==> src/rtl/dp_ctrl_fsm.sv <==
// ---------------------------------------------------------------------------
// dp_ctrl_fsm
//   Multicycle control FSM for the 16-bit register-file/ALU datapath. It steps
//   through fetch, decode, execute/writeback, load/store and branch/jump. It
//   drives the IR/PC enables, the register-file write, the mux selects and the
//   memory request handshake. The ALU function itself comes from alucontrol,
//   which decodes opcode/opext separately.
//
//   Outputs are decoded from the registered state and the current IR fields.
//   In FETCH, irwrite/pcen must fire in the same cycle that the memory
//   completes. Because of that, mem_ready is combinational into the outputs.
//
// Parameters
//   WIDTH     datapath width (informational only)
//   FLAGBITS  PSR flag count, ordered {N,Z,F,L,C} msb..lsb
//
// Ports
//   clk        clock
//   reset      asynchronous active-low reset
//   opcode     IR[15:12]
//   opext      IR[7:4]
//   cond       IR[11:8], branch/jump condition code
//   flags      current PSR {N,Z,F,L,C}
//   mem_ready  memory completes the current request this cycle
//   mem_req    memory request, held until mem_ready
//   mem_we     write qualifier for mem_req
//   adrsrc     memory address select: 0 = PC, 1 = Rsrc
//   irwrite    load IR
//   pcen       PC write enable
//   pcsrc      PC source: 0 = PC+1, 1 = PC+sext(disp8), 2 = Rsrc
//   regwrite   register-file write
//   memtoreg   writeback select: 1 = memory data
//   alusrcb    ALU B select: 0 = Rsrc, 1 = ext imm8, 2 = imm8<<8 (LUI)
//   signext    imm8 sign-extend (1) / zero-extend (0)
//   flagwrite  PSR update enable
//   illegal    sticky illegal-instruction indicator
//
// Optional feature (macro DP_CTRL_PERF_EN)
//   Defining this macro adds the 32-bit performance counters cyc_cnt and
//   ret_cnt. cyc_cnt counts active cycles. ret_cnt counts retired
//   instructions.
// ---------------------------------------------------------------------------
module dp_ctrl_fsm #(
  parameter int WIDTH    = 16,
  parameter int FLAGBITS = 5
) (
  input  logic                clk,
  input  logic                reset,
  input  logic [3:0]          opcode,
  input  logic [3:0]          opext,
  input  logic [3:0]          cond,
  input  logic [FLAGBITS-1:0] flags,
  input  logic                mem_ready,
  output logic                mem_req,
  output logic                mem_we,
  output logic                adrsrc,
  output logic                irwrite,
  output logic                pcen,
  output logic [1:0]          pcsrc,
  output logic                regwrite,
  output logic                memtoreg,
  output logic [1:0]          alusrcb,
  output logic                signext,
  output logic                flagwrite,
  output logic                illegal
`ifdef DP_CTRL_PERF_EN
  ,
  output logic [31:0]         cyc_cnt,
  output logic [31:0]         ret_cnt
`endif
);

  typedef enum logic [3:0] {
    S_RST, S_FETCH, S_DECODE, S_EXR, S_EXI, S_LD, S_WBL, S_ST, S_BR, S_JMP, S_ILL
  } state_t;

  state_t state_reg, state_next;

  // WIDTH does not affect any control logic. This empty guard only records
  // the datapath width that this controller was written against.
  if (WIDTH < 1) begin : g_width_guard
  end

  // PSR flag positions, {N,Z,F,L,C}
  logic fn, fz, ff, fl, fc;
  assign fn = flags[4];
  assign fz = flags[3];
  assign ff = flags[2];
  assign fl = flags[1];
  assign fc = flags[0];

  logic cond_true;
  always_comb begin
    cond_true = 1'b0;
    case (cond)
      4'b0000: cond_true = fz;
      4'b0001: cond_true = !fz;
      4'b0010: cond_true = fc;
      4'b0011: cond_true = !fc;
      4'b0100: cond_true = fl;
      4'b0101: cond_true = !fl;
      4'b0110: cond_true = fn;
      4'b0111: cond_true = !fn;
      4'b1000: cond_true = ff;
      4'b1001: cond_true = !ff;
      4'b1010: cond_true = !fl && !fz;
      4'b1011: cond_true = fl || fz;
      4'b1100: cond_true = !fn && !fz;
      4'b1101: cond_true = fn || fz;
      4'b1110: cond_true = 1'b1;
      default: cond_true = 1'b0;
    endcase
  end

  // ADD/SUB/CMP encodings are the same in opext (register form) and opcode
  // (immediate form). Only these three update the PSR.
  function automatic logic is_arith(input logic [3:0] code);
    return (code == 4'b0101) || (code == 4'b1001) || (code == 4'b1011);
  endfunction

  // Next-state logic
  always_comb begin
    state_next = state_reg;
    case (state_reg)
      S_RST:   state_next = S_FETCH;
      S_FETCH: if (mem_ready) state_next = S_DECODE;
      S_DECODE: begin
        state_next = S_ILL;
        case (opcode)
          4'b0000: begin
            case (opext)
              4'b0101, 4'b1001, 4'b1011, 4'b0001,
              4'b0010, 4'b0011, 4'b1101: state_next = S_EXR;
              default:                   state_next = S_ILL;
            endcase
          end
          4'b0101, 4'b1001, 4'b1011, 4'b0001,
          4'b0010, 4'b0011, 4'b1101, 4'b1111: state_next = S_EXI;
          4'b1000: begin
            case (opext)
              4'b0100, 4'b0000, 4'b0001: state_next = S_EXR;
              default:                   state_next = S_ILL;
            endcase
          end
          4'b0100: begin
            case (opext)
              4'b0000: state_next = S_LD;
              4'b0100: state_next = S_ST;
              4'b1100: state_next = S_JMP;
              default: state_next = S_ILL;
            endcase
          end
          4'b1100: state_next = S_BR;
          default: state_next = S_ILL;
        endcase
      end
      S_EXR, S_EXI, S_WBL, S_BR, S_JMP: state_next = S_FETCH;
      S_LD:    if (mem_ready) state_next = S_WBL;
      S_ST:    if (mem_ready) state_next = S_FETCH;
      S_ILL:   state_next = S_ILL;
      default: state_next = S_RST;
    endcase
  end

  always_ff @(posedge clk or negedge reset) begin
    if (!reset) state_reg <= S_RST;
    else        state_reg <= state_next;
  end

`ifdef DP_CTRL_PERF_EN
  // A retirement is any return to FETCH from an instruction-final state.
  // FETCH->FETCH (waiting) and RST->FETCH do not count as retirements.
  logic retire;
  assign retire = (state_next == S_FETCH) &&
                  ((state_reg == S_EXR) || (state_reg == S_EXI) || (state_reg == S_WBL) ||
                   (state_reg == S_ST)  || (state_reg == S_BR)  || (state_reg == S_JMP));

  always_ff @(posedge clk or negedge reset) begin
    if (!reset) begin
      cyc_cnt <= 32'd0;
      ret_cnt <= 32'd0;
    end else begin
      if ((state_reg != S_RST) && (state_reg != S_ILL)) cyc_cnt <= cyc_cnt + 32'd1;
      if (retire) ret_cnt <= ret_cnt + 32'd1;
    end
  end
`endif

  // Output decode
  always_comb begin
    mem_req   = 1'b0;
    mem_we    = 1'b0;
    adrsrc    = 1'b0;
    irwrite   = 1'b0;
    pcen      = 1'b0;
    pcsrc     = 2'd0;
    regwrite  = 1'b0;
    memtoreg  = 1'b0;
    alusrcb   = 2'd0;
    signext   = 1'b0;
    flagwrite = 1'b0;
    illegal   = 1'b0;
    case (state_reg)
      S_FETCH: begin
        mem_req = 1'b1;
        irwrite = mem_ready;
        pcen    = mem_ready;
      end
      S_EXR: begin
        if (opcode == 4'b1000) begin
          // LSH uses the register shift amount. LSHI uses the signed imm8.
          regwrite = 1'b1;
          if (opext != 4'b0100) begin
            alusrcb = 2'd1;
            signext = 1'b1;
          end
        end else begin
          regwrite  = (opext != 4'b1011);
          flagwrite = is_arith(opext);
        end
      end
      S_EXI: begin
        regwrite  = (opcode != 4'b1011);
        flagwrite = is_arith(opcode);
        signext   = is_arith(opcode);
        alusrcb   = (opcode == 4'b1111) ? 2'd2 : 2'd1;
      end
      S_LD: begin
        mem_req = 1'b1;
        adrsrc  = 1'b1;
      end
      S_WBL: begin
        regwrite = 1'b1;
        memtoreg = 1'b1;
      end
      S_ST: begin
        mem_req = 1'b1;
        mem_we  = 1'b1;
        adrsrc  = 1'b1;
      end
      S_BR: begin
        pcen  = cond_true;
        pcsrc = cond_true ? 2'd1 : 2'd0;
      end
      S_JMP: begin
        pcen  = cond_true;
        pcsrc = cond_true ? 2'd2 : 2'd0;
      end
      S_ILL:   illegal = 1'b1;
      default: ;
    endcase
  end

endmodule
==> config.mk <==
export PLATFORM = sky130hd
export DESIGN_NAME = dp_ctrl_fsm
export DESIGN_NICKNAME = d
export VERILOG_FILES = /design/src/rtl/dp_ctrl_fsm.sv
export SDC_FILE = /design/constraint.sdc
export NUM_CORES = 1
export LEC_CHECK = 0
export ABC_CLOCK_PERIOD_IN_PS = 2100
export CAP_MARGIN = 5
export CORE_MARGIN = 2
export CORE_UTILIZATION = 41
export DETAILED_ROUTE_END_ITERATION = 8
export PLACE_DENSITY_LB_ADDON = 0.3
export SLEW_MARGIN = 20
export SYNTH_ARGS = -nofsm -noshare
export SYNTH_HDL_FRONTEND = slang
export SYNTH_SLANG_ARGS = --single-unit
==> constraint.sdc <==
create_clock -name clk -period 2.1 [get_ports clk]
set_input_delay 0.42 -clock clk [delete_from_list [all_inputs] [get_ports clk]]
set_output_delay 0.42 -clock clk [all_outputs]
set_load 0.01 [all_outputs]
; ---- Yosys cells after proc, flatten, opt, wreduce, memory -nomap -nowiden
; Index checks and enable logic that the tools add are counted.
[totals]
register_bits = 4
input_bits = 20
out_inout_bits = 14
elab_cells = 106
[classes]
eq_ne = 50
muxes = 30
n_reduce_logical = 25
[ops]
columns = operator, count
row1 = equality test 4 bit (second input constant), 20
row2 = equality test 4 x 3 -> 1 bit (second input constant), 12
row3 = equality test 4 x 2 -> 1 bit (second input constant), 8
row4 = case mux 4 bit (6 select lines), 1
row5 = 2-to-1 mux 4 bit, 5
row6 = case mux 4 bit (5 select lines), 1
row7 = equality test 4 x 1 -> 1 bit (second input constant), 4
row8 = logical NOT 4 bit, 4
row9 = case mux 1 bit (15 select lines), 1
row10 = 2-to-1 mux 1 bit, 13
row11 = case mux 4 bit (3 select lines), 1
row12 = != test 4 bit (second input constant), 2
row13 = case mux 2 bit (2 select lines), 2
row14 = OR reduction 8 bit, 1
row15 = OR reduction 7 bit, 1
row16 = logical OR 1 bit, 6
row17 = != test 2 bit (second input constant), 3
row18 = case mux 1 bit (2 select lines), 3
row19 = OR reduction 3 bit, 2
row20 = OR reduction 6 bit, 1
row21 = logical NOT 1 bit, 5
row22 = 2-to-1 mux 2 bit, 2
row23 = != test 4 x 3 -> 1 bit (second input constant), 1
row24 = OR reduction 2 bit, 2
row25 = 3 further kinds, 4

; ---- Logic depth before layout (Yosys ltp)
[logic_depth]
word_depth = 5
ltp_mapped = 6
mapped_depth_nobuf = 5

; ---- Least setup slack after synthesis
; Ideal clock, no wire load.
[synth_timing]
kind = input -> output
startpoint = in cond[1]
endpoint = out pcsrc[0]
arrival_time_ns = 1.473
required_time_ns = 1.680
setup_slack_ns = 0.207
cell_stages = 6
n_path_buf = 1
cell_sequence = buf_4 -> mux2_2 -> o221ai_1 -> o311a_1 -> o31ai_2 -> nor2_1
[synth_via]
elab_chain_cells = 4
word_cells_on_any_way = 18
classes_between = eq/ne: 14 / mux: 3 / reduce/logical: 1
[synth_lines]
columns = element, line
row1 = "start, declared", 51  ; input logic [3:0] cond,
row2 = "equality test 4 bit, or another cell as far along", 95  ; case (cond)
row3 = case mux 1 bit (15 select lines) (*), 95
row4 = 2-to-1 mux 1 bit (*), 243  ; pcsrc = cond_true ? 2'd1 : 2'd0;
row5 = case mux 2 bit (2 select lines) (*), 203  ; case (state_reg)
row6 = "end, declared", 59  ; output logic [1:0] pcsrc,
; Every way passes the cells marked *; elsewhere a longest branch is shown, timed or not.

; ---- Worst setup path after layout
[layout_timing]
startpoint = reg state_reg[2]
endpoint = out pcsrc[1]
[layout_via]
elab_chain_cells = 2
word_cells_on_any_way = 3
classes_between = eq/ne: 2 / mux: 1
[layout_lines]
columns = element, line
row1 = "start, declared", 77  ; state_t state_reg, state_next;
row2 = "start signal, assigned", 167  ; else state_reg <= state_next;
row3 = equality test 4 bit, 203
row4 = case mux 2 bit (2 select lines) (*), 203
; Marked as above.

==> metrics.md <==
| Metric | Value |
|---|---|
| Outcome | `complete, but fails checks` |
| Violations in the final reports | `setup timing` |
| Residual antenna-violating net count after detailed routing | `0` |
| Root Buffer Master | `clkbuf_4` |
| Post-synth ARST share | `1.000` |
| Remaining global-route overflow | `0` |
| FF+latch count, synth | `4` |
| Maximum clock insertion buffer count | `2` |
| Worst-Margin Slew | `0.3371 ns` |
| Pin count of the biggest net entering global routing | `9` |
| Vias after detailed routing | `1410` |
| Initial cell density of the core | `0.4416` |
| Share of the cycle needed by the critical path after routing | `1.067` |
| Buffers on Ports | `33` |
| Number of core rows | `15` |
| Crit path launch type | `flip-flop` |
| Register clock-pin slew on the reported worst setup and hold paths | `roughly 0.05 ns` |
| Area of the multi-input gates | `763.2 um^2` |
| Clock latency on the worst-skew pair | `between 0.2 and 0.3 ns` |
| Class of the worst hold path | `in2async` |
| Final Worst Setup Slack | `-0.1403 ns` |
| Clock tree from TritonCTS | `done` |
| Proportion of layout cells with a drive suffix above 1 | `0.4759` |
| Setup repair after global routing missed its margin | `yes` |
| Flip-flop count of the largest register after layout | `4` |
| Final nets | `between 200 and 250` |
| CTS Hold Buffers Added | `0` |
| Core area | `between 1500 and 2000 um^2` |
| Average cell area after synthesis | `6.477 um^2` |
| Final-report max-slew violation count | `0` |
| Number of enable-type register cells in the synthesized netlist | `0` |
| Post-synth cell types | `44` |
| Final setup violating endpoints | `4` |
| Cell Pwr Density | `730.1 nW/um^2` |
| Final cell utilization of the core | `0.8882` |
| I/O pin total | `34` |
| Area growth from synthesis to final layout | `101.1%` |
| Vias in the first global route | `1166` |
| Final setup skew | `0.01113 ns` |
| Last weighted congestion value of the routability-driven placer | `0.9039` |
| Final Hold Viols | `0` |
| DR vias/cell | `roughly 6.7` |
| Data arrival time of the critical path | `approximately 1.8 ns` |
| Primary FF master, synth | `dfrtp_1` |
| Die Outline Area | `around 2200 um^2` |
| WP data required | `1.68 ns` |
| Clk sinks | `4` |
| Post-route DRC | `0` |
| Global-route wire length before repair | `5.257 mm` |
| Synth top area cells | `dfrtp_1 13%, nor2_1 7.8%, nand2_1 6.3%, a21oi_1 5.2%, o21ai_0 4.5%` |
| Fin Hold WS | `0.3694 ns` |
| Length of the first detailed-routing pass in iterations | `5` |
| Gate Count Post-Synth | `119` |
| Fraction of the mapped netlist area in compound gates | `0.3718` |
| Aggregate global-route resource usage | `0.3395` |
| Number of filler instances in the final layout | `79` |
| Synth Area in XOR/XNOR | `0.02273` |
| Die Ht | `between 40 and 50 um` |
| Ant diodes | `0` |
| Kind of critical path | `reg2out` |
| Largest area contributor in the synthesized netlist | `dfrtp_1` |
| Total Wirelength | `4.468 mm` |
| Setup TNS | `-0.3774 ns` |
| Headroom to the max-slew limit | `0.7739` |
| Critical path peak fanout | `5` |
| Placement Setup Slack | `-0.9021 ns` |
| Post-synthesis mux area share | `0.02760` |
| Crit. End Element | `output port` |
| Total CTS buffers | `3` |
| Count of routing violations after the opening detailed-route iteration | `105` |
| Die span in x | `roughly 47 um` |
| Largest voltage drop on the vdd net | `0.4959 mV` |
| Number of violations of the max-capacitance limit | `0` |
| Static leakage power | `0.7667 nW` |
| Share of Yosys cell area claimed by the top area cell type | `0.1299` |
| Final HPWL from detailed placement | `2.307 mm` |
| Post-synthesis adder-cell area fraction | `0` |
| Sequential standard cell area | `approximately 100 um^2` |
| Overall Power | `approximately 0.0011 W` |
| Area of the mapped netlist | `770.7 um^2` |
| Routed WL per cell | `about 21 um` |
| Seq/Total Area, Yosys | `0.1299` |
| Main combinational cell family by area after synthesis | `compound AO/OA/AOI/OAI gates` |
| Minimum period implied by the final worst setup slack | `2.240 ns` |
| Number of antenna violations at the first check in global routing | `0` |
| Number of H-tree levels | `1` |
| F_max | `446.4 MHz` |
| Simple logic cell fraction of the synthesized area | `0.3669` |
| Number of nets in the synthesized netlist | `139` |
| Yosys warning count | `0` |
-- cells by family (layout without fill, tap and decap cells) --
family / Yosys count / after routing
AO/OA/AOI/OAI: 41 / 41
XOR/XNOR: 2 / 2
buffers and inverters: 13 / 81
flip-flops: 4 / 4
multiplexers: 2 / 2
AND/OR/NAND/NOR: 57 / 57
-- metal layers --
metal	track usage	part of all wire
met1	0.3636	0.35
met4	0.1833	0.077
met3	0.08462	0.096
met2	0.6027	0.48
met5	0	0
-- final timing paths --
path | start | endpoint | slack [ns] | cells after the start
setup / recovery | state_reg[2] | pcsrc[1] | -0.14 | 7
min in group clk | opcode[2] | state_reg[3] | 0.67 | 4
max in group asynchronous | reset | state_reg[1] | 1.54 | 1
setup reg to reg | state_reg[3] | state_reg[0] | 0.56 | 7
hold / removal | reset | state_reg[3] | 0.37 | 1
hold reg to reg | state_reg[2] | state_reg[3] | 0.92 | 4
-- Yosys cell counts (2+ instances only) --
master / count
a211oi_1: 3
a21oi_1: 8
a31oi_1: 3
and3_1: 2
buf_2: 2
clkbuf_1: 6
dfrtp_1: 4
inv_1: 3
nand2_1: 13
nand2b_1: 4
nand3_1: 2
nand4_1: 2
nor2_1: 16
nor2b_1: 5
nor3_1: 4
nor3b_1: 3
o21ai_0: 7
o21bai_1: 2
o311a_1: 2
o31ai_1: 2
or3_1: 3
-- metrics by stage --
stage / cell area, um^2 / std cells
after floorplan: 770.7 / 119
after global placement: 1344 / 202
after detailed placement: 1344 / 202
after CTS: 1391 / 206
after global routing: 1550 / 212
final: 1550 / 212
-- power by group --
group	internal [W]	switching, W
combinational	0.000424	0.000438
sequential	0.000107	0.0000548
clock	0.0000647	0.0000441
-- repair_timing --
item                                    4_1_cts  5_1_grt
gates resized for setup                      89       43
endpoints found under the setup margin       14       10
buffers inserted                              1        6
pin swaps                                    15       13
-- area by class of cell --
| class | instances | share of cell area |
|---|---|---|
| well taps | 25 | 0.02018 |
| repair buffers | 75 | 0.4011 |
| multi-input cells | 102 | 0.4923 |
| clock buffers | 3 | 0.01453 |
| flip-flops and latches | 4 | 0.06457 |
| inverters | 3 | 0.007264 |
-- cell usage in the layout (no fill, tap or decap), types with 2 or more instances in the layout --
cell type and count:
inv_1 3, and3_1 2, nor2b_2 2, o21ai_0 3, nor2b_1 2, or3_4 2, nor2_2 2, dlygate4sd2_1 7
o21bai_1 2, dfrtp_1 4, nand2_1 12, buf_2 9, nand3_1 2, a211oi_1 2, a31oi_1 3, a21oi_1 7
nand2b_4 2, dlymetal6s2s_1 4, nor3b_1 2, clkbuf_4 3, o21ai_2 2, clkdlybuf4s50_1 4, clkbuf_2 4, buf_4 35
nand2b_1 2, o31ai_1 2, buf_6 10, nor3_1 3, nor2_1 14, nand4_1 2
-- worst max-delay path, cell delays in order, from the launching register on --
cell and delay (ns):
dfrtp_1 0.46, buf_4 0.20, nor2_1 0.14, nand2_1 0.10, a41oi_2 0.22, o31ai_4 0.12, nor2_1 0.15, buf_2 0.16
Note: power is estimated with default switching activity, not from simulation.
